--- src/rtl/mem_stage_access_unit.sv ---
// MEM-stage data-memory access unit: load/store handshake, byte-lane steering, load extension.
// Latency: request cycle + >=1 ACCESS cycle (until DMEM_BUSYWAIT drops or TIMEOUT) + 1 DONE cycle.
// Backpressure: STALL holds the upstream pipeline from an accepted request until DONE; BUSYWAIT stretches ACCESS.
module mem_stage_access_unit #(
  parameter int TIMEOUT = 15
) (
  input  logic        CLK,
  input  logic        RESET,
  input  logic        MEM_READ,
  input  logic        MEM_WRITE,
  input  logic [2:0]  FUNCT3,
  input  logic [31:0] ADDRESS,
  input  logic [31:0] STORE_DATA,
  output logic        DMEM_READ,
  output logic        DMEM_WRITE,
  output logic [31:0] DMEM_ADDRESS,
  output logic [31:0] DMEM_WDATA,
  output logic [3:0]  DMEM_BYTE_EN,
  input  logic [31:0] DMEM_RDATA,
  input  logic        DMEM_BUSYWAIT,
  output logic [31:0] LOAD_DATA,
  output logic        STALL,
  output logic        MISALIGNED,
  output logic        BUS_ERROR
);

  typedef enum logic [1:0] {IDLE, ACCESS, DONE} state_t;

  // Index of the last ACCESS cycle allowed before the access is abandoned.
  localparam logic [7:0] TIMEOUT_LAST = 8'(TIMEOUT - 1);

  state_t      state, state_nxt;
  logic [7:0]  cnt;
  logic [31:0] addr_q;
  logic [31:0] wdata_q;
  logic [3:0]  be_q;
  logic [2:0]  funct3_q;
  logic        write_q;
  logic [31:0] load_q;
  logic        bus_err_q;

  logic        req;
  logic        misaligned;
  logic [3:0]  be_nxt;
  logic [31:0] wdata_nxt;
  logic        accept;
  logic        timeout_hit;
  logic        stall_c;
  logic        misal_c;
  logic [7:0]  byte_sel;
  logic [15:0] half_sel;
  logic [31:0] load_ext;

  // Decode the presented request: lane enables, replicated store data, alignment.
  always_comb begin
    req        = MEM_READ | MEM_WRITE;
    be_nxt     = 4'b1111;
    wdata_nxt  = STORE_DATA;
    misaligned = 1'b0;
    case (FUNCT3[1:0])
      2'b00: begin
        be_nxt    = 4'b0001 << ADDRESS[1:0];
        wdata_nxt = {4{STORE_DATA[7:0]}};
      end
      2'b01: begin
        be_nxt     = 4'b0011 << {ADDRESS[1], 1'b0};
        wdata_nxt  = {2{STORE_DATA[15:0]}};
        misaligned = ADDRESS[0];
      end
      default: misaligned = |ADDRESS[1:0];
    endcase
  end

  // Steer the addressed lane of the read word and extend it per the captured size/sign.
  always_comb begin
    case (addr_q[1:0])
      2'b00:   byte_sel = DMEM_RDATA[7:0];
      2'b01:   byte_sel = DMEM_RDATA[15:8];
      2'b10:   byte_sel = DMEM_RDATA[23:16];
      default: byte_sel = DMEM_RDATA[31:24];
    endcase
    half_sel = addr_q[1] ? DMEM_RDATA[31:16] : DMEM_RDATA[15:0];
    case (funct3_q)
      3'b000:  load_ext = {{24{byte_sel[7]}}, byte_sel};
      3'b001:  load_ext = {{16{half_sel[15]}}, half_sel};
      3'b100:  load_ext = {24'd0, byte_sel};
      3'b101:  load_ext = {16'd0, half_sel};
      default: load_ext = DMEM_RDATA;
    endcase
  end

  // Next-state logic plus the combinational STALL / MISALIGNED flags.
  always_comb begin
    state_nxt   = state;
    stall_c     = 1'b0;
    misal_c     = 1'b0;
    accept      = 1'b0;
    timeout_hit = 1'b0;
    case (state)
      IDLE: begin
        if (req) begin
          if (misaligned) begin
            misal_c = 1'b1;
          end else begin
            stall_c   = 1'b1;
            accept    = 1'b1;
            state_nxt = ACCESS;
          end
        end
      end
      ACCESS: begin
        stall_c = 1'b1;
        if (!DMEM_BUSYWAIT) begin
          state_nxt = DONE;
        end else if (cnt == TIMEOUT_LAST) begin
          timeout_hit = 1'b1;
          state_nxt   = DONE;
        end
      end
      // The pipeline advances at this edge; whatever is still on the inputs is stale.
      DONE:    state_nxt = IDLE;
      default: state_nxt = IDLE;
    endcase
    if (RESET) begin
      stall_c = 1'b0;
      misal_c = 1'b0;
      accept  = 1'b0;
    end
  end

  // State register.
  always_ff @(posedge CLK) begin
    if (RESET) state <= IDLE;
    else       state <= state_nxt;
  end

  // Cycles spent in ACCESS; cleared in every other state.
  always_ff @(posedge CLK) begin
    if (RESET || state != ACCESS) cnt <= 8'd0;
    else                          cnt <= cnt + 8'd1;
  end

  // Capture the request so the memory sees stable values for the whole access.
  always_ff @(posedge CLK) begin
    if (RESET) begin
      addr_q   <= 32'd0;
      wdata_q  <= 32'd0;
      be_q     <= 4'd0;
      funct3_q <= 3'd0;
      write_q  <= 1'b0;
    end else if (accept) begin
      addr_q   <= ADDRESS;
      wdata_q  <= wdata_nxt;
      be_q     <= be_nxt;
      funct3_q <= FUNCT3;
      write_q  <= MEM_WRITE;
    end
  end

  // Load result and bus-error pulse, both resolved at the end of ACCESS.
  always_ff @(posedge CLK) begin
    if (RESET) begin
      load_q    <= 32'd0;
      bus_err_q <= 1'b0;
    end else begin
      bus_err_q <= 1'b0;
      if (state == ACCESS) begin
        if (!DMEM_BUSYWAIT) begin
          if (!write_q) load_q <= load_ext;
        end else if (timeout_hit) begin
          load_q    <= 32'd0;
          bus_err_q <= 1'b1;
        end
      end
    end
  end

  assign DMEM_READ    = (state == ACCESS) && !write_q;
  assign DMEM_WRITE   = (state == ACCESS) && write_q;
  assign DMEM_ADDRESS = {addr_q[31:2], 2'b00};
  assign DMEM_WDATA   = wdata_q;
  assign DMEM_BYTE_EN = be_q;
  assign LOAD_DATA    = load_q;
  assign BUS_ERROR    = bus_err_q;
  assign STALL        = stall_c;
  assign MISALIGNED   = misal_c;

endmodule

--- config.mk ---
export PLATFORM = sky130hd
export DESIGN_NAME = mem_stage_access_unit
export DESIGN_NICKNAME = d
export VERILOG_FILES = /design/src/rtl/mem_stage_access_unit.sv
export SDC_FILE = /design/constraint.sdc
export NUM_CORES = 1
export LEC_CHECK = 0
export ABC_AREA = 1
export CAP_MARGIN = 30
export CORE_UTILIZATION = 41
export CTS_CLUSTER_DIAMETER = 100
export DETAILED_ROUTE_END_ITERATION = 12
export GPL_ROUTABILITY_DRIVEN = 0
export PLACE_DENSITY_LB_ADDON = 0.1
export REMOVE_ABC_BUFFERS = 1
export SYNTH_ARGS = -nofsm -noshare
export SYNTH_HDL_FRONTEND = slang
export SYNTH_SLANG_ARGS = --single-unit
--- constraint.sdc ---
create_clock -name CLK -period 2.16 [get_ports CLK]
set_clock_uncertainty 0.2 [all_clocks]
set_input_delay 0.216 -clock CLK [delete_from_list [all_inputs] [get_ports CLK]]
set_output_delay 0.216 -clock CLK [all_outputs]
set_load 0.05 [all_outputs]
==> summary.md <==
| Metric | Value |
|---|---|
| Post-Place Worst Slack | -189.8 ps |
| Violation count after the first detailed-routing iteration | 424 |
| Share of power burned in registers | 34.0% |
| Clk Latency, worst-skew pair | 410 ps |
| IO Port Bufs | 206 |
| Type of element launching the critical path | input port |
| Sequential share of the synthesized area | 39.83% |
| Die width | 120.7 um |
| # diodes | 0 |
| DRC Markers | 0 |
| Layout cells sized above 1 | 12.68% |
| Worst Path Required | 1740 ps |
| Post-layout util | 60.63% |
| FF/Latch Area | 0.002302 mm2 |
| Synthesized area | 0.005781 mm2 |
| Flop-to-flop setup slack | 340 ps |
| Via density | 4.825 |
| Post-route antenna net violation count | 0 |
| Endpoints failing hold | 0 |
| Top Ports | 209 |
| CTS tree | done |
| Crit Path Class | input port to primary output |
| Placed instance area | 0.007754 mm2 |
| MaxCap Viol Count | 0 |
| Status | complete, no violations |
| Largest net degree at the start of global routing | 56 |
| CTS max path bufs | 2 |
| WHS Path Cells | 3 |
| Grt peak-use layer | met2 |
| Initial antenna violation count | 0 |
| Sw frac | 28.92% |
| Die Ht | 120.7 um |
| Critical path launch point | FUNCT3[1] |
| Clock-pin slew of the registers on the worst-case setup and hold paths | 50 ps |
| Yosys cell types | 37 |
| Final min period | 2024 ps |
| Clk pwr share | 43.5% |
| Setup violators final | 0 |
| Final wirelength | 16.20 mm |
| Met1 Resource Use GR | 29.02% |
| CP endpoint kind | primary output |
| Number of global-route vias before repair | 5242 |
| Total leakage power | 3.328 nW |
| H-tree levels | 4 |
| Die area | 0.01458 mm2 |
| CP endpoint | STALL |
| R2R cell count | 7 |
| Worst-Margin Slew | 948.6 ps |
| Final net count | 1087 |
| Syn Inst Count | 813 |
| Fmax | 0.4940 GHz |
| Fillers | 1283 |
| Non-Filler Instances | 1174 |
| Clock sinks | 115 |
| GRT Util Overall | 23.27% |
| Synth Warn # | 0 |
| Synth top area cells | dfxtp_1 (40%), nand2_1 (10%), nor2_1 (9.0%) |
| CTS Buf Count | 17 |
| Post-CTS Resized | 0 |
| Cell area after layout | 0.008383 mm2 |
| Root Buffer | clkbuf_16 |
| GR Util met3 | 8.915% |
| Worst r2r dst | LOAD_DATA[18] |
| #FFs+latches synth | 115 |
| Met2 usage | 35.81% |
| Setup bufs post-CTS | 0 |
| Placed Instances | 1142 |
| Worst Slack Setup Final | 135.9 ps |
| Post-synth top area cell | dfxtp_1 |
| Average size of a mapped cell | 7.110 um2 |
| R2R Path Start | addr_q[1] |
| RSZ-0062 raised after global routing | no |
| Via count | 5665 |
| PD cells | 815.5 mW/mm2 |
| Post-DP HPWL | 11.25 mm |
| Multi-input gate area | 0.002735 mm2 |
| CP Data Arrival Time | 1610 ps |
| CTS Hold Buffers Added | 0 |
| CORE AREA | 0.01383 mm2 |
| Critical path fanouts, max | 4 |
| Starting Density | 41.81% |
| Final-report max-slew violation count | 0 |
| Gr ovfl total | 0 |
| Switching pwr | 1.977 mW |
| First-pass GRT wire length | 26.23 mm |
| Synth top area share | 39.83% |
| Combinational power share | 22.5% |
| Peak VDD IR | 519.1 uV |
| Router iterations before antenna repair | 5 |
| Wire length per cell | 13.79 um |
| Layout area overhead | 45.02% |
| Worst slew margin | 36.53% |
| Cell row count | 43 |
| Internal power | 4.859 mW |
| Final period utilization | 93.71% |
| Worst hold path type | input port to flip-flop |
area by class of cell:
cell class | count | area share (%)
repair buffers | 229 | 27.37
well taps | 180 | 2.687
flip-flops and latches | 115 | 27.46
multi-input cells | 566 | 32.63
clock inverters | 9 | 1.806
clock buffers | 23 | 5.701
inverters | 52 | 2.343
worst min path at each step:
stage / end / slack [ps] / from
after floorplan: DMEM_BYTE_EN[2] / 80 / RESET
after global placement: cnt[0] / 230 / cnt[0]
after detailed placement: cnt[0] / 240 / cnt[0]
after CTS: state[0] / 20 / RESET
after global routing: LOAD_DATA[12] / 40 / RESET
final: LOAD_DATA[9] / 50 / RESET
layout by cell type (no fill, tap or decap), types with 8 or more instances in the layout:
cell type          n
nand3_2            9
a21oi_1           41
dfxtp_1          115
buf_4             21
clkbuf_16         17
o21ai_1           14
inv_1             45
or2_2              8
nand3_1           58
nand2_2           14
nand2_1          158
a21oi_2           24
o211ai_1          11
clkdlybuf4s50_1  201
nor2_1           138
o21ai_0           63
power groups by stage:
stage	Clock [mW]	Sequential, mW	Combinational (mW)
2_1_floorplan	0	2.77	0.491
3_3_place_gp	0	2.36	1.54
3_5_place_dp	0	2.37	1.54
4_1_cts	3.05	2.32	1.55
5_1_grt	3.14	2.34	1.67
6_report	2.97	2.32	1.54
synth_stat cells:
cell type and count:
nand3b_1 7, o21ai_1 14, and3_1 1, nand2_2 14
buf_2 20, o21ai_0 63, nand4_1 2, nor3_1 2
buf_6 8, buf_4 34, dfxtp_1 115, nor4_1 1
xnor2_1 1, o211ai_1 11, nand2_1 158, or2_2 8
clkinv_2 1, o21a_1 1, a21oi_1 41, ha_1 2
nor2_1 138, or2_1 1, o21ai_2 1, nand3_2 9
nand3_4 1, nand3_1 58, buf_1 1, nor2_4 1
clkbuf_1 15, nand2_4 2, buf_8 3, inv_1 45
conb_1 1, a211oi_1 1, inv_2 6, a21oi_2 24
nor2_2 2
worst max-delay path, cell delays in order:
cell             delay [ps]
clkdlybuf4s50_1         500
inv_1                   170
o21ai_2                  80
nand2_2                  90
nand3_1                 100
a21oi_1                 270
buf_12                  180
per-stage QoR:
| step | power, mW | TNS, ps | hold slack (ps) |
|---|---|---|---|
| 2_1_floorplan | 3.257 | -30380 | 78.44 |
| 3_3_place_gp | 3.905 | -920.7 | 229.6 |
| 3_5_place_dp | 3.907 | -1853 | 235.4 |
| 4_1_cts | 6.918 | 0 | 22.83 |
| 5_1_grt | 7.146 | 0 | 37.85 |
| 6_report | 6.836 | 0 | 48.78 |
flip-flops by register name, summed over array words and instances, names as in the netlist:
register and count:
DMEM_WDATA 32, LOAD_DATA 32, addr_q 32, cnt 8
DMEM_BYTE_EN 4, funct3_q 3, state 2, BUS_ERROR 1
write_q 1
logic make-up (layout without fill, tap and decap cells):
| family | after synthesis | count (layout) | share of synthesized area (%) |
|---|---|---|---|
| compound gates | 156 | 156 | 15.69 |
| xor+xnor | 1 | 1 | 0.1515 |
| fa+ha+maj | 2 | 2 | 0.4328 |
| buf+inv | 133 | 313 | 12.92 |
| flops | 115 | 115 | 39.83 |
| other cells | 1 | 2 | 0.06487 |
| simple gates | 405 | 405 | 30.91 |
layer usage:
metal  vias to the layer above  wire length [um]
li1                       2923                 -
met1                      2540              7134
met2                       181              7350
met3                        21              1386
met4                         0               324
met5                         -                 0
(Power assumes the default switching activity.)
